--- config.mk ---
export PLATFORM = sky130hd
export DESIGN_NAME = intra4x4_mode_sched_flat
export DESIGN_NICKNAME = d
export VERILOG_FILES = /design/src/rtl/intra4x4_mode_sched_if.sv /design/src/rtl/intra4x4_mode_sched.sv /design/src/flat_wrapper.sv
export SDC_FILE = /design/constraint.sdc
export NUM_CORES = 1
export LEC_CHECK = 0
export CORE_MARGIN = 3
export CORE_UTILIZATION = 39
export CTS_CLUSTER_DIAMETER = 60
export DETAILED_ROUTE_END_ITERATION = 16
export PLACE_DENSITY_LB_ADDON = 0.12
export SYNTH_ARGS = -nofsm -noshare
export SYNTH_HDL_FRONTEND = slang
export SYNTH_SLANG_ARGS = --single-unit
--- constraint.sdc ---
create_clock -name clk -period 3.7 [get_ports clk]
set_clock_uncertainty 0.2 [all_clocks]
set_input_delay 0.74 -clock clk [delete_from_list [all_inputs] [get_ports clk]]
set_output_delay 0.74 -clock clk [all_outputs]
set_load 0.02 [all_outputs]
--- src/rtl/intra4x4_mode_sched_if.sv ---
// Scheduler-facing bundle for the intra 4x4 mode scheduler.
// The master side is the scheduler itself and the slave side is its environment.
`timescale 1ns/1ps
interface intra4x4_mode_sched_if #(
  parameter int SAD_W = 8
);
  logic                  start;
  logic                  abort;
  logic                  busy;
  logic                  done;
  logic                  blk_req;
  logic [3:0]            blk_idx;
  logic                  blk_ack;
  logic [7:0]            avail_mask;
  logic                  sad_en;
  logic [7:0][SAD_W-1:0] sads;
  logic                  res_valid;
  logic                  res_ready;
  logic [3:0]            res_blk;
  logic [3:0]            res_mode;
  logic [SAD_W-1:0]      res_sad;
  logic [SAD_W+3:0]      mb_cost;

  modport master (
    input  start, abort, blk_ack, avail_mask, sads, res_ready,
    output busy, done, blk_req, blk_idx, sad_en,
           res_valid, res_blk, res_mode, res_sad, mb_cost
  );

  modport slave (
    output start, abort, blk_ack, avail_mask, sads, res_ready,
    input  busy, done, blk_req, blk_idx, sad_en,
           res_valid, res_blk, res_mode, res_sad, mb_cost
  );
endinterface

--- src/rtl/intra4x4_mode_sched.sv ---
// Walks the 16 luma 4x4 blocks of a macroblock through the SAD unit, picks the
// cheapest allowed intra mode per block and accumulates the macroblock cost.
`timescale 1ns/1ps
module intra4x4_mode_sched #(
  parameter int SAD_W   = 8,
  parameter int SAD_LAT = 1
) (
  input logic                   clk,
  input logic                   reset,
  intra4x4_mode_sched_if.master bus
);

  typedef enum logic [2:0] {
    S_IDLE, S_REQ, S_EN, S_WAIT, S_CMP, S_OUT
  } state_t;

  state_t                state_reg;
  state_t                state_next;
  logic [3:0]            blk_idx_reg;
  logic [7:0]            mask_reg;
  logic [1:0]            wait_reg;
  logic [2:0]            k_reg;
  logic [7:0][SAD_W-1:0] sad_sh;
  logic [SAD_W-1:0]      best_sad_reg;
  logic [2:0]            best_idx_reg;
  logic                  best_vld_reg;
  logic [3:0]            res_mode_reg;
  logic [SAD_W-1:0]      res_sad_reg;
  logic [SAD_W+3:0]      mb_cost_reg;
  logic                  done_reg;

  logic                  wait_last;
  logic                  cap_en;
  logic                  take;
  logic [SAD_W-1:0]      cand_sad;
  logic [SAD_W-1:0]      fin_sad;
  logic [2:0]            fin_idx;
  logic                  fin_vld;
  logic                  blk_req_next;
  logic                  sad_en_next;
  logic                  res_valid_next;
  logic                  busy_next;

  // sads index order -> H.264 intra4x4 prediction mode number
  function automatic logic [3:0] mode_of(input logic [2:0] idx);
    case (idx)
      3'd0:    mode_of = 4'd0;
      3'd1:    mode_of = 4'd1;
      3'd2:    mode_of = 4'd7;
      3'd3:    mode_of = 4'd5;
      3'd4:    mode_of = 4'd8;
      3'd5:    mode_of = 4'd6;
      3'd6:    mode_of = 4'd3;
      default: mode_of = 4'd4;
    endcase
  endfunction

  assign wait_last = (wait_reg == 2'(SAD_LAT - 1));
  assign cap_en    = (state_reg == S_WAIT) && wait_last;

  // One lane per mode; each lane samples its SAD only on the capture edge.
  generate
    for (genvar gi = 0; gi < 8; gi++) begin : g_shadow
      logic [SAD_W-1:0] lane_reg;
      always_ff @(posedge clk or negedge reset) begin
        if (!reset) begin
          lane_reg <= '0;
        end else if (cap_en) begin
          lane_reg <= bus.sads[gi];
        end
      end
      assign sad_sh[gi] = lane_reg;
    end
  endgenerate

  // Strict less-than keeps the lower index on ties.
  assign cand_sad = sad_sh[k_reg];
  assign take     = mask_reg[k_reg] && (!best_vld_reg || (cand_sad < best_sad_reg));
  assign fin_sad  = take ? cand_sad : best_sad_reg;
  assign fin_idx  = take ? k_reg    : best_idx_reg;
  assign fin_vld  = take | best_vld_reg;

  always_ff @(posedge clk or negedge reset) begin
    if (!reset) begin
      state_reg <= S_IDLE;
    end else begin
      state_reg <= state_next;
    end
  end

  always_comb begin
    state_next     = state_reg;
    blk_req_next   = 1'b0;
    sad_en_next    = 1'b0;
    res_valid_next = 1'b0;
    busy_next      = (state_reg != S_IDLE);
    case (state_reg)
      S_IDLE: begin
        if (bus.start) state_next = S_REQ;
      end
      S_REQ: begin
        blk_req_next = 1'b1;
        if (bus.blk_ack) state_next = S_EN;
      end
      S_EN: begin
        sad_en_next = 1'b1;
        state_next  = S_WAIT;
      end
      S_WAIT: begin
        if (wait_last) state_next = S_CMP;
      end
      S_CMP: begin
        if (k_reg == 3'd7) state_next = S_OUT;
      end
      S_OUT: begin
        res_valid_next = 1'b1;
        if (bus.res_ready) state_next = (blk_idx_reg == 4'd15) ? S_IDLE : S_REQ;
      end
      default: state_next = S_IDLE;
    endcase
    // abort overrides every transition, including a same-cycle OUT handshake
    if (bus.abort && (state_reg != S_IDLE)) state_next = S_IDLE;
  end

  always_ff @(posedge clk or negedge reset) begin
    if (!reset) begin
      blk_idx_reg  <= '0;
      mask_reg     <= '0;
      wait_reg     <= '0;
      k_reg        <= '0;
      best_sad_reg <= '0;
      best_idx_reg <= '0;
      best_vld_reg <= 1'b0;
      res_mode_reg <= '0;
      res_sad_reg  <= '0;
      mb_cost_reg  <= '0;
      done_reg     <= 1'b0;
    end else begin
      done_reg <= 1'b0;
      if (bus.abort && (state_reg != S_IDLE)) begin
        k_reg    <= '0;
        wait_reg <= '0;
      end else begin
        case (state_reg)
          S_IDLE: begin
            if (bus.start) begin
              blk_idx_reg <= '0;
              mb_cost_reg <= '0;
            end
          end
          S_REQ: begin
            if (bus.blk_ack) mask_reg <= bus.avail_mask;
          end
          S_WAIT: begin
            if (wait_last) begin
              wait_reg     <= '0;
              best_sad_reg <= '1;
              best_idx_reg <= '0;
              best_vld_reg <= 1'b0;
            end else begin
              wait_reg <= wait_reg + 2'd1;
            end
          end
          S_CMP: begin
            best_sad_reg <= fin_sad;
            best_idx_reg <= fin_idx;
            best_vld_reg <= fin_vld;
            k_reg        <= k_reg + 3'd1;
            if (k_reg == 3'd7) begin
              // nothing allowed: fall back to DC with a saturated cost
              res_mode_reg <= fin_vld ? mode_of(fin_idx) : 4'd2;
              res_sad_reg  <= fin_vld ? fin_sad : '1;
            end
          end
          S_OUT: begin
            if (bus.res_ready) begin
              mb_cost_reg <= mb_cost_reg + {4'd0, res_sad_reg};
              if (blk_idx_reg == 4'd15) begin
                done_reg <= 1'b1;
              end else begin
                blk_idx_reg <= blk_idx_reg + 4'd1;
              end
            end
          end
          default: ;
        endcase
      end
    end
  end

  assign bus.busy      = busy_next;
  assign bus.done      = done_reg;
  assign bus.blk_req   = blk_req_next;
  assign bus.blk_idx   = blk_idx_reg;
  assign bus.sad_en    = sad_en_next;
  assign bus.res_valid = res_valid_next;
  assign bus.res_blk   = blk_idx_reg;
  assign bus.res_mode  = res_mode_reg;
  assign bus.res_sad   = res_sad_reg;
  assign bus.mb_cost   = mb_cost_reg;

endmodule

--- src/flat_wrapper.sv ---
// flat-port wrapper written by rule: the top's interface ports become plain ports
module intra4x4_mode_sched_flat 
#(
  parameter int SAD_W   = 8,
  parameter int SAD_LAT = 1
)
  (clk, reset, bus_start, bus_abort, bus_blk_ack, bus_avail_mask, bus_sads, bus_res_ready, bus_busy, bus_done, bus_blk_req, bus_blk_idx, bus_sad_en, bus_res_valid, bus_res_blk, bus_res_mode, bus_res_sad, bus_mb_cost);
  intra4x4_mode_sched_if #(.SAD_W(SAD_W)) bus_i ();
  input logic clk;
  input logic reset;
  input wire logic [$bits(bus_i.start)-1:0] bus_start;
  input wire logic [$bits(bus_i.abort)-1:0] bus_abort;
  input wire logic [$bits(bus_i.blk_ack)-1:0] bus_blk_ack;
  input wire logic [$bits(bus_i.avail_mask)-1:0] bus_avail_mask;
  input wire logic [$bits(bus_i.sads)-1:0] bus_sads;
  input wire logic [$bits(bus_i.res_ready)-1:0] bus_res_ready;
  output wire logic [$bits(bus_i.busy)-1:0] bus_busy;
  output wire logic [$bits(bus_i.done)-1:0] bus_done;
  output wire logic [$bits(bus_i.blk_req)-1:0] bus_blk_req;
  output wire logic [$bits(bus_i.blk_idx)-1:0] bus_blk_idx;
  output wire logic [$bits(bus_i.sad_en)-1:0] bus_sad_en;
  output wire logic [$bits(bus_i.res_valid)-1:0] bus_res_valid;
  output wire logic [$bits(bus_i.res_blk)-1:0] bus_res_blk;
  output wire logic [$bits(bus_i.res_mode)-1:0] bus_res_mode;
  output wire logic [$bits(bus_i.res_sad)-1:0] bus_res_sad;
  output wire logic [$bits(bus_i.mb_cost)-1:0] bus_mb_cost;
  assign bus_i.start = bus_start;
  assign bus_i.abort = bus_abort;
  assign bus_i.blk_ack = bus_blk_ack;
  assign bus_i.avail_mask = bus_avail_mask;
  assign bus_i.sads = bus_sads;
  assign bus_i.res_ready = bus_res_ready;
  assign bus_busy = bus_i.busy;
  assign bus_done = bus_i.done;
  assign bus_blk_req = bus_i.blk_req;
  assign bus_blk_idx = bus_i.blk_idx;
  assign bus_sad_en = bus_i.sad_en;
  assign bus_res_valid = bus_i.res_valid;
  assign bus_res_blk = bus_i.res_blk;
  assign bus_res_mode = bus_i.res_mode;
  assign bus_res_sad = bus_i.res_sad;
  assign bus_mb_cost = bus_i.mb_cost;
  intra4x4_mode_sched #(.SAD_W(SAD_W), .SAD_LAT(SAD_LAT)) u_core (.clk(clk), .reset(reset), .bus(bus_i));
endmodule
==> out/results.ini, run 1 <==
[outcome]
status = finished clean

[setup_path]
crit_slowest_cell = mux4_2
path_class = register to register
ff2ff_path_depth = 11
crit_buf_inv = 2
critPathLaunchType = register
worst-path-max-fanout = 11
cpLargestDelayFamily = compound AO/OA/AOI/OAI gates
cp_cell_sequence = buf_4, mux4_2, nand2_1, nand2_1, ha_1, a2111oi_0, nor2b_4, o211a_4, o21ai_1, buf_4, a21oi_1
slowest_delay_ns = 0.52
worstReg2RegStart = u_core.k_reg[0]
r2r_end = u_core.best_sad_reg[1]
arrival_ns = 3.52
worst_setup_path_end_kind = register
cp.required_ns = 3.83
rrSetupSlack_ns = 0.31

[drt]
drt_iter0_markers = 161
drt-total-wl_um = 13800
post_drt_via_cell_ratio = 5.11
ant_nets = 0
vias = 4364
drt_first_pass_iters = 4
drc_errors = 0
routedWlPerCell_um = 16.2

[sta]
finalCriticalPeriod_ns = 3.39
finalCritPeriodShare_pct = 91.6
worst_slack_ns = 0.310
finalSetupTns_ns = 0
fmax_mhz = 295
final-hold-violation-count = 0
rsz0062_at_grt = false
max_slew_margin_pct = 46.0
setup_viol = 0
slew_violations = 0
tightest_slew_ns = 0.810

[finish]
final-seq-area_sq_um = 3030
drive_gt1_share_pct = 21.3
fillers = 1355
post-route-util_pct = 52.5
largest_reg_flops = 64
fin_cells = 854
synthToLayoutAreaGrowth_pct = 31.3
antennaDiodeCount = 0
layout.nets = 729
multiInputGateArea_sq_um = 2880

[floorplan]
die_w_um = 131
rows = 45
dieArea_sq_um = 17300
core_sq_um = 15300
start_util_pct = 40.0
ios = 115
die_y_um = 131

[logic_synthesis]
synth_edf_count = 0
synth.yosys.warnings = 0
netlist_instances = 518
syn_area_sq_um = 6130
ys_ff_latch = 121
syn-num-nets = 617
synth_top_area_share_pct = 49.4
netlist_top_cells_area = dfrtp_1 49%, mux2_2 14%, mux4_2 6.6%
synth_cell_type_count = 55
synth_area_leader_cell = dfrtp_1
async_flop_share_pct = 100
avgSynthCellArea_sq_um = 11.8
seq_area_frac_synth_pct = 49.4
synthFlopType = dfrtp_1

[clock_tree]
cts_inserted_buffers = 17
cts_tree = yes
post_cts_buffers = 0
cts_hold_buf = 0
cts_buffer_depth = 2
h-tree-depth = 4
cts.sinks = 121
ctsResizeCount = 0
clk_latency_ns = 0.41
clock-root-buffer = clkbuf_16
clk_pin_slew_ns = 0.05

[global_routing]
antenna_found_initial = 0
track_usage_pct = 17.0
grt_pass1_wl_um = 23500
gr-total-overflow = 0
grt_pass1_vias = 4555
grt_max_degree = 88

[pwr]
p_total_mw = 5.64
vdd_ir_drop_max_mv = 0.322
power.leakage_nw = 3.45
p_per_area_nw_per_um2 = 701

[min_path]
worstHoldPathType = input pin to asynchronous set/reset pin

[place]
gp_congestion = 0.836
io_buffers = 114
hpwl_um = 10300
placed_cells = 822
dp_slack_ns = 0.345

[job]
maxCapViolations = 0

==> through the flow <==
step / instance area, sq um / hold slack, ns
floorplan: 6130 / 0.244
global placement: 7480 / 0.281
detailed placement: 7480 / 0.290
CTS: 8040 / 0.0881
global route: 8040 / 0.113
finish: 8040 / 0.0838
==> layout make-up <==
| type | instances | area share, % |
|---|---|---|
| Timing Repair Buffer | 125 | 15.5 |
| Inverter | 15 | 0.700 |
| Clock inverter | 9 | 1.21 |
| Clock buffer | 23 | 5.82 |
| Tap cell | 211 | 3.28 |
| Multi-Input combinational cell | 350 | 35.9 |
| Sequential cell | 121 | 37.6 |
==> kinds of logic after synthesis <==
logic type / Yosys count / share of synthesized area, %
AOI/OAI and AO/OA: 95 / 10.1
xor gates and xnor gates: 7 / 1.00
adders and majority gates: 21 / 4.41
buffers and inverters: 47 / 3.51
DFF: 121 / 49.4
muxes: 104 / 22.2
and+or+nand+nor: 123 / 9.37
==> layout by cell type (no fill, tap or decap), types with 5 or more instances in the layout <==
master,instances
clkbuf_16,17
mux4_2,18
nor2_1,24
inv_1,15
clkdlybuf4s50_1,113
nor2b_1,6
nand2_1,54
a21oi_1,33
clkinv_2,6
mux2_2,74
ha_1,20
mux2i_1,12
nor3_1,8
dfrtp_1,121
o31ai_1,5
a22o_1,5
nand3_1,9
xor2_1,5
buf_4,10
o21ai_0,20
==> cell usage after synthesis, types with 6 or more instances <==
cell,instances
nand2_1,54
nor3_1,8
mux2i_1,12
nand3_1,9
nor2b_1,6
o21ai_0,20
ha_1,20
dfrtp_1,121
buf_2,10
inv_1,15
clkbuf_1,14
mux2_2,74
nor2_1,24
mux4_2,18
a21oi_1,33
==> power by group <==
part,internal (mW),switching [mW],leakage [nW]
Clock,1.02,0.565,0.280
Combinational,1.06,0.885,1.69
Sequential,1.80,0.309,1.48
Total,3.88,1.76,3.45
==> layer usage <==
metal / vias to the layer above / part of all wire, % / track usage [%]
met4: 0 / 2.3 / 6.94
met5: - / 0 / 0
met1: 2133 / 47 / 22.7
met3: 21 / 4.4 / 4.10
met2: 109 / 47 / 26.8
li1: 2101 / - / -
==> worst max path at each step <==
stage                                   to       startpoint  slack [ns]  cells past startpoint
floorplan           u_core.bus.res_mode[2]  u_core.k_reg[0]        0.26                     13
global placement    u_core.best_sad_reg[5]  u_core.k_reg[0]        0.47                     12
detailed placement  u_core.best_sad_reg[3]  u_core.k_reg[0]        0.35                     11
CTS                 u_core.best_sad_reg[1]  u_core.k_reg[0]        0.30                     11
global route        u_core.best_sad_reg[5]  u_core.k_reg[0]        0.05                     11
finish              u_core.best_sad_reg[1]  u_core.k_reg[0]        0.31                     11
Power figures use the tool's default switching activity.
==> inputs of run 2 (changes only) <==
CELL_PAD_IN_SITES_DETAIL_PLACEMENT = 2   (was not set)
CELL_PAD_IN_SITES_GLOBAL_PLACEMENT = 2   (was not set)
CORE_UTILIZATION = 35   (was 39)
==> out/results.ini, run 2 (synthesis results as in run 1) <==
[clock_tree]
cts_hold_buf = 0  ; unchanged
cts.sinks = 121  ; unchanged
cts_tree = yes
h-tree-depth = 4  ; unchanged
ctsResizeCount = 0  ; unchanged
post_cts_buffers = 0  ; unchanged
clk_latency_ns = 0.42  ; about the same
cts_buffer_depth = 2  ; unchanged
clk_pin_slew_ns = 0.06  ; about the same
clock-root-buffer = clkbuf_16
cts_inserted_buffers = 17  ; unchanged

[finish]
multiInputGateArea_sq_um = 2880  ; unchanged
post-route-util_pct = 48.0  ; -4.5 points
largest_reg_flops = 64  ; unchanged
layout.nets = 735  ; +0.82%
fillers = 1681  ; +24%
final_cell_mix = 121 x dfrtp_1, 113 x clkdlybuf4s50_1, 74 x mux2_2
antennaDiodeCount = 0  ; unchanged
drive_gt1_share_pct = 22.7  ; +1.3 points
final-seq-area_sq_um = 3030  ; unchanged
fin_cells = 869  ; +1.8%
final_common_cell = dfrtp_1
synthToLayoutAreaGrowth_pct = 32.3

[sta]
worst_slack_ns = 0.231  ; -0.0790 ns
finalSetupTns_ns = 0  ; unchanged
finalCriticalPeriod_ns = 3.47  ; +0.0790 ns
finalCritPeriodShare_pct = 93.8  ; +2.1 points
final-hold-violation-count = 0  ; unchanged
fmax_mhz = 288  ; -2.3%
max_slew_margin_pct = 45.3  ; -0.75 points
tightest_slew_ns = 0.821  ; +0.0112 ns
slew_violations = 0  ; unchanged
setup_viol = 0  ; unchanged
rsz0062_at_grt = false
fin_hold_ws_ns = 0.150  ; +0.0659 ns

[setup_path]
path_class = register to register
critPathLaunchType = register
ff2ff_path_depth = 11  ; unchanged
worst-path-max-fanout = 11  ; unchanged
arrival_ns = 3.60  ; +0.08 ns
cp.required_ns = 3.83  ; about the same
worst_setup_path_end_kind = register

[place]
hpwl_um = 12700  ; +24%
placed_cells = 837  ; +1.8%
io_buffers = 114  ; unchanged
gp_congestion = 0.832  ; -0.53%
dp_slack_ns = 0.303  ; -0.0418 ns

[global_routing]
antenna_found_initial = 0  ; unchanged
grt_pass1_vias = 5262  ; +16%
grt_util_met1_pct = 23.7  ; +0.93 points
grt.met2_usage_pct = 33.6  ; +6.8 points
grt_pass1_wl_um = 29300  ; +25%
busiest_layer = met2
track_usage_pct = 19.4  ; +2.4 points
gr-total-overflow = 0  ; unchanged
grt_max_degree = 65  ; -26%
grt.met3_usage_pct = 5.25  ; +1.2 points

[pwr]
p_per_area_nw_per_um2 = 719  ; +2.6%
vdd_ir_drop_max_mv = 0.458  ; +42%
power.leakage_nw = 3.48  ; +0.92%

[drt]
drt-total-wl_um = 17600  ; +27%
routedWlPerCell_um = 20.2  ; +25%
drt_first_pass_iters = 4  ; unchanged
post_drt_via_cell_ratio = 5.26  ; +3.0%
vias = 4575  ; +4.8%
ant_nets = 0  ; unchanged
drt_iter0_markers = 170  ; +5.6%
drc_errors = 0  ; unchanged

[outcome]
status = finished clean

[floorplan]
dieArea_sq_um = 19100  ; +11%
core_sq_um = 16900  ; +10%
ios = 115  ; unchanged
die_y_um = 138  ; +5.3%
start_util_pct = 36.3  ; -3.7 points
die_w_um = 138  ; +5.3%
rows = 47  ; +4.4%

[job]
maxCapViolations = 0  ; unchanged

[min_path]
worstHoldPathType = input pin to asynchronous set/reset pin

[run 2: cell types whose count changed in the layout (fill, tap and decap cells not counted), moves of 4 or more]
cell | previous run | this run
buf_4 | 10 | 16
inv_6 | 0 | 6
clkbuf_1 | 4 | 0
clkinv_2 | 6 | 2
clkinv_4 | 0 | 4
[run 2: through the flow]
| step | power (mW) | instance area (sq um) |
|---|---|---|
| after detailed placement | 4.24 | 7530 |
| after CTS | 5.92 | 8110 |
| after global routing | 6.25 | 8110 |
| after floorplan | 3.52 | 6130 |
| final | 5.83 | 8110 |
| after global placement | 4.13 | 7530 |
[run 2: final timing paths]
check | slack (ns) | end | startpoint
worst max-delay path | 0.23 | u_core.best_sad_reg[5] | u_core.k_reg[0]
worst max register to register | 0.23 | u_core.best_sad_reg[5] | u_core.k_reg[0]
worst min register to register | 0.29 | u_core.wait_reg[0] | u_core.wait_reg[0]
min in group clk | 0.29 | u_core.wait_reg[0] | u_core.wait_reg[0]
max in group asynchronous | 2.31 | u_core.g_shadow[0].lane_reg[3] | reset
worst min-delay path | 0.15 | u_core.bus.blk_idx[1] | reset
[run 2: worst max-delay path: stages (launching register included)]
cell       delay, ns
dfrtp_1         0.34
buf_4           0.22
mux4_2          0.53
nand2_1         0.11
nand2_1         0.11
ha_1            0.31
a2111oi_0       0.46
nor2b_4         0.26
o211a_4         0.30
o21ai_1         0.15
buf_4           0.22
a21oi_1         0.17
[run 2: where the power goes]
part | internal (mW) | total (mW) | switching, mW
combinational | 1.11 | 2.13 | 1.02
clock | 0.955 | 1.61 | 0.657
sequential | 1.80 | 2.09 | 0.292
[run 2: final cells by class]
cell class              count  area share, %
clock buffers              18           5.42
clock inverters            14           1.67
inverters                  15          0.694
multi-input cells         350           35.6
flip-flops and latches    121           37.3
well taps                 220           3.39
repair buffers            131           15.9
[run 2: layer usage]
layer	part of all wire, %	wire length [um]
met5	0	0
met3	4.2	747
met4	1.7	297
met1	42	7440
met2	52	9100
